==> src/rtl/ds_sync2.sv <==
// Two-flop synchronizer for one asynchronous line input.
// Both stages reset to 0, which matches the idle DS line level.
module ds_sync2 (
    input  logic clk_i,
    input  logic rst_i,
    input  logic async_i,
    output logic sync_o
);

    logic stage1_q;
    logic stage2_q;

    always_ff @(posedge clk_i or posedge rst_i) begin
        if (rst_i) begin
            stage1_q <= 1'b0;
            stage2_q <= 1'b0;
        end else begin
            stage1_q <= async_i;
            stage2_q <= stage1_q;
        end
    end

    assign sync_o = stage2_q;

endmodule

==> src/rtl/rx_ds_se.sv <==
// Single-ended Data-Strobe receiver: recovers one bit per DS symbol transition
// and emits completed dibits with a one-cycle valid strobe.
module rx_ds_se (
    input  logic       rxClk,
    input  logic       rxReset,
    input  logic       d,
    input  logic       s,
    output logic [1:0] dq,
    output logic       dqValid
);

    typedef enum logic {
        PHASE_FIRST  = 1'b0,
        PHASE_SECOND = 1'b1
    } phase_e;

    localparam logic [1:0] IDLE_LINE = 2'b00;

    logic   dSync;
    logic   sSync;
    logic   dPrev_q;
    logic   sPrev_q;
    logic   firstBit_q;
    phase_e phase_q;
    logic [1:0] dq_q;
    logic   dqValid_q;
    logic   bitEvent;

    ds_sync2 u_syncD (
        .clk_i   (rxClk),
        .rst_i   (rxReset),
        .async_i (d),
        .sync_o  (dSync)
    );

    ds_sync2 u_syncS (
        .clk_i   (rxClk),
        .rst_i   (rxReset),
        .async_i (s),
        .sync_o  (sSync)
    );

    // A single-line toggle flips the D^S parity; a double toggle leaves it unchanged and is lost.
    assign bitEvent = (dSync ^ sSync) != (dPrev_q ^ sPrev_q);

    always_ff @(posedge rxClk or posedge rxReset) begin
        if (rxReset) begin
            {dPrev_q, sPrev_q} <= IDLE_LINE;
            firstBit_q         <= 1'b0;
            phase_q            <= PHASE_FIRST;
            dq_q               <= 2'b00;
            dqValid_q          <= 1'b0;
        end else begin
            dPrev_q   <= dSync;
            sPrev_q   <= sSync;
            dqValid_q <= 1'b0;
            if (bitEvent) begin
                case (phase_q)
                    PHASE_FIRST: begin
                        firstBit_q <= dSync;
                        phase_q    <= PHASE_SECOND;
                    end
                    default: begin
                        dq_q      <= {dSync, firstBit_q};
                        dqValid_q <= 1'b1;
                        phase_q   <= PHASE_FIRST;
                    end
                endcase
            end
        end
    end

    assign dq      = dq_q;
    assign dqValid = dqValid_q;

endmodule

==> config.mk <==
export PLATFORM = sky130hd
export DESIGN_NAME = rx_ds_se
export DESIGN_NICKNAME = d
export VERILOG_FILES = /design/src/rtl/ds_sync2.sv /design/src/rtl/rx_ds_se.sv
export SDC_FILE = /design/constraint.sdc
export NUM_CORES = 1
export LEC_CHECK = 0
export CAP_MARGIN = 30
export CORE_AREA = 4 4 41 43
export DETAILED_ROUTE_END_ITERATION = 6
export DIE_AREA = 0 0 45 47
export PLACE_DENSITY_LB_ADDON = 0.05
export SLEW_MARGIN = 20
export SYNTH_ARGS = -nofsm -noshare
export SYNTH_HDL_FRONTEND = slang
export SYNTH_SLANG_ARGS = --single-unit
==> constraint.sdc <==
create_clock -name rxClk -period 1.8 [get_ports rxClk]
set_clock_uncertainty 0.15 [all_clocks]
set_input_delay 0.18 -clock rxClk [delete_from_list [all_inputs] [get_ports rxClk]]
set_output_delay 0.18 -clock rxClk [all_outputs]
set_load 0.01 [all_outputs]
After elaboration in Yosys (flattened, before gate mapping). Cells that the tools add are included.

Register bits: 11. Input bits: 4. Output and inout port bits: 3.

Equal/unequal tests: 1. Muxes and demuxes: 3. Bitwise logic cells: 3. Reductions and logical operators: 2.

Operator list (count): $reduce_and 2->1 (2); $mux 1 (3); $xor 1x1->1 (2); $ne 1x1->1 (1); $not 1->1 (1).

Logic depth before layout (Yosys ltp). Gate-level depths: netlist of run 1.

Depth after elaboration: 3. Depth in mapped cells: 4.

By module. A second synthesis of run 1 with hierarchy kept.

Cells, all modules: 25. Area, all modules: 395.4 um^2.

Modules (own cells, without submodules): rx_ds_se (instances 1, cells an instance 19, area an instance 287.8 um^2, seq. area each 175.2 um^2); ds_sync2 (instances 2, cells an instance 3, area an instance 53.8 um^2, seq. area each 50.0 um^2).

Worst setup path after synthesis of run 1. Ideal clock, no wire load.

Path type: register -> register. Start point: register dPrev_q. End point: register dq_q[0] (netlist: dq[0]). Library setup time: 125 ps. Data arrival time: 1335 ps. Path slack: 190 ps. Cell stages (with the launch flop): 5. Path buffers: 0. Clock period less this slack: 1610 ps. Cell sequence: dfrtp_1 > xnor3_2 > xnor2_1 > and2_4 > mux2_4.

Cells in the longest elaborated chain, start to end: 3.

RTL lines: start, declared (line rx_ds_se.sv:21) `logic dPrev_q;`; start signal, assigned (line rx_ds_se.sv:54) `dPrev_q <= dSync;`; $xor 1x1->1 (line rx_ds_se.sv:44) `assign bitEvent = (dSync ^ sSync) != (dPrev_q ^ sPrev_q);`; $ne 1x1->1 (line rx_ds_se.sv:44); $reduce_and 2->1 (no line); end signal, assigned (line rx_ds_se.sv:64) `dq_q <= {dSync, firstBit_q};`; end, declared (line rx_ds_se.sv:25) `logic [1:0] dq_q;`.

No other way between the ends. A chain may end at the register's enable or synchronous reset.

Worst setup path in the final report of run 1.
Start point: register sPrev_q. End point: register dq_q[1] (netlist: dq[1]).

Cells in the longest elaborated chain, start to end: 3.

RTL lines: start, declared (line rx_ds_se.sv:22) `logic sPrev_q;`; start signal, assigned (line rx_ds_se.sv:55) `sPrev_q <= sSync;`; $xor 1x1->1 (line rx_ds_se.sv:44); $ne 1x1->1 (line rx_ds_se.sv:44); $reduce_and 2->1 (no line).

No other way between the ends.

==> results of run 1 <==
## registers in the layout (all words and copies together), names as in the netlist
| name | count |
|---|---|
| u_syncD.sync_o | 1 |
| dPrev_q | 1 |
| dq | 2 |
| u_syncS.stage1_q | 1 |
| firstBit_q | 1 |
| phase_q | 1 |
| dqValid | 1 |
| u_syncD.stage1_q | 1 |
| u_syncS.sync_o | 1 |
| sPrev_q | 1 |
## cells in the mapped netlist
cell | number | area (µm²)
nor2b_1 | 1 | 6.260
dfrtp_1 | 11 | 275.3
and2_4 | 1 | 8.760
xor2_1 | 1 | 8.760
o21ai_0 | 2 | 10.01
inv_1 | 1 | 3.750
xnor3_2 | 1 | 23.77
xnor2_1 | 2 | 17.52
nand2_1 | 1 | 3.750
mux2_4 | 2 | 30.03
## power by group through the flow
stage                     Combinational [µW]  Sequential [µW]  Clock (µW)
after floorplan                          114              357           0
after global placement                   201              347           0
after detailed placement                 205              351           0
after CTS                                206              346         171
after global routing                     219              353         185
final                                    203              346         161
## final timing paths
path | startpoint | to | slack, ns | cells past startpoint
hold / removal | rxReset | firstBit_q$_DFFE_PP0P_ | 0.05 | 2
setup / recovery | sPrev_q$_DFF_PP0_ | dq[1]$_DFFE_PP0P_ | 0.14 | 4
setup reg to reg | sPrev_q$_DFF_PP0_ | dq[1]$_DFFE_PP0P_ | 0.14 | 4
max in group asynchronous | rxReset | u_syncD.sync_o$_DFF_PP0_ | 1.17 | 2
min in group rxClk | d | u_syncD.stage1_q$_DFF_PP0_ | 0.20 | 1
hold reg to reg | u_syncD.stage1_q$_DFF_PP0_ | u_syncD.sync_o$_DFF_PP0_ | 0.20 | 0
## layer usage
metal  wire length [µm]  vias to the layer above
met5                  0                        -
met4                 21                        0
met3                 46                        4
met2                234                        8
met1                205                       91
li1                   -                       95
## critical path, delay by kind of cell (launching register included)
kind	cells	cell delay [ns]
DFF	1	0.37
and+or+nand+nor	1	0.18
muxes	1	0.29
xor gates and xnor gates	2	0.57
## through the flow
stage	total power (µW)	utilization
after CTS	723.7	0.3798
final	709.8	0.3798
after floorplan	471.1	-
after detailed placement	556.3	0.3587
after global placement	548.1	0.3587
after global routing	757.3	0.3798
## layout make-up
class,instances,share of cell area
flip-flops and latches,11,0.5570
multi-input cells,11,0.2203
repair buffers,6,0.1215
clock buffers,3,0.04557
well taps,15,0.03797
clock inverters,1,0.01013
inverters,1,0.007595
## kinds of logic (layout without fill, tap and decap cells)
group | count (synthesis) | count (layout) | share of synthesized area
AOI/OAI and AO/OA | 2 | 2 | 0.02581
xor gates and xnor gates | 4 | 4 | 0.1290
muxes | 2 | 2 | 0.07742
and+or+nand+nor | 3 | 3 | 0.04839
DFF | 11 | 11 | 0.7097
buffers and inverters | 1 | 11 | 0.009668
==> metrics.txt, run 1 <==
outcome=finished clean; Seq pwr share=0.487; largest net degree at the start of global routing=12; RePlAce Congestion=0.6346; port buffer count=6; met2 Resource Use GR=0.08757; Int Pwr=523.1 µW; CTS Hold Buffers Added=0; commonest non-fill, non-tap cell in the layout=dfrtp_1; # setup viols final=0; global route hottest layer=met2; Power Density=1436 nW/µm²; Setup Buffers After CTS=0; Final Hold Viols=0; critical-path cell list=xnor3_2, xnor2_1, and2_4, mux2_4; worst relative slew slack=0.7276; # fillers=132; Leakage=0.0002239 µW; Net Switching=186.8 µW; Root Driver=clkbuf_4; post-route ant nets=0; layout overhead on the synthesized area=27.42%; dpl cells=44; crit path DAT=1.66 ns; H-tree depth=1; DRT Pass-1 Iters=3; WHS=0.04536 ns; # IOs=7; Clk network pwr share=0.227; Comb pwr share=0.286; crit path launch type=register; RSZ-0062 raised after global routing=false; clk slew on worst S/H paths=0.07 ns; worst min-delay path category=in2async; DP HPWL=386.4 µm; largest fanout on the critical path=3; global-route wire length before repair=897 µm; sequential share of the synthesized area=0.7097; peak per-stage delay on the critical path=0.42 ns; Final Net Count=38; Die Width=45 µm; CTS Sinks=11; Core Box Area=1301 µm²; clk_lat worst skew=0.26 ns; Seq cells post-synth=11; Max clock buf depth=2; fin. max-slew vios=0; Critical Path RT=1.80 ns; layout cells sized above 1=0.2424; starting DRC count in detailed routing=2; synthesized cell area=387.9 µm²; Final TNS setup=0 ns; CP Class=reg2reg; CP Capture Type=register; Post-Syn Nets=27; Yosys cell types=10; CTS tree=yes; setup slack after layout=0.1417 ns; met3 Usage GRT=0.04598; fmax=0.6030 GHz; CTS resizes=0; met1 Resource Use GR=0.06667; Initial Util=0.2981; slowest CP cell=xnor3_2; CTS buffer count=3; Detailed Route WL=508 µm; post-layout min period=1.658 ns; sw frac=0.2631; Syn Inst Count=23; maxcap violations=0; post-route cell area=494.2 µm²; post-route insts no fill=48; sequential cell area=275.3 µm²; Antenna diodes=0; initial antenna violation count=0; fin crit share=0.9213; Yosys warnings=0; vias in the first global route=208; most frequent cells in the layout=11 x dfrtp_1, 6 x clkdlybuf4s50_1, 3 x clkbuf_4; DIE HEIGHT=47 µm; total gr overflow=0; die footprint=2115 µm²; drc violations=0; Worst VDD drop=0.4501 mV; DP Area=466.7 µm²; DR WL/cell=10.58 µm; Place WS=0.1363 ns; Worst Tran Pin Value=0.4082 ns; Vias=198; Via density=4.125; footprint of the multi-input gates=108.9 µm²; Synth Area per Inst=16.86 µm²; GR Util All Layers=0.06661; row count=13
No activity file was read; power rests on OpenSTA's default activity.
==> inputs of run 2 (changes only) <==
--- a/config.mk
+++ b/config.mk
@@ -5,7 +5,6 @@
 export SDC_FILE = /design/constraint.sdc
 export NUM_CORES = 1
 export LEC_CHECK = 0
-export CAP_MARGIN = 30
 export CORE_AREA = 4 4 41 43
 export DETAILED_ROUTE_END_ITERATION = 6
 export DIE_AREA = 0 0 45 47
==> results of run 2 <==
Final layout, timing and power as in run 1 (identical DEF).
==> inputs of run 3 (changes only) <==
--- a/config.mk
+++ b/config.mk
@@ -6,6 +6,8 @@
 export NUM_CORES = 1
 export LEC_CHECK = 0
 export CORE_AREA = 4 4 41 43
+export CTS_BUF_LIST = sky130_fd_sc_hd__clkbuf_4
+export CTS_CLUSTER_SIZE = 8
 export DETAILED_ROUTE_END_ITERATION = 6
 export DIE_AREA = 0 0 45 47
 export PLACE_DENSITY_LB_ADDON = 0.05
==> results of run 3 <==
Final layout, timing and power as in run 1 (identical DEF).
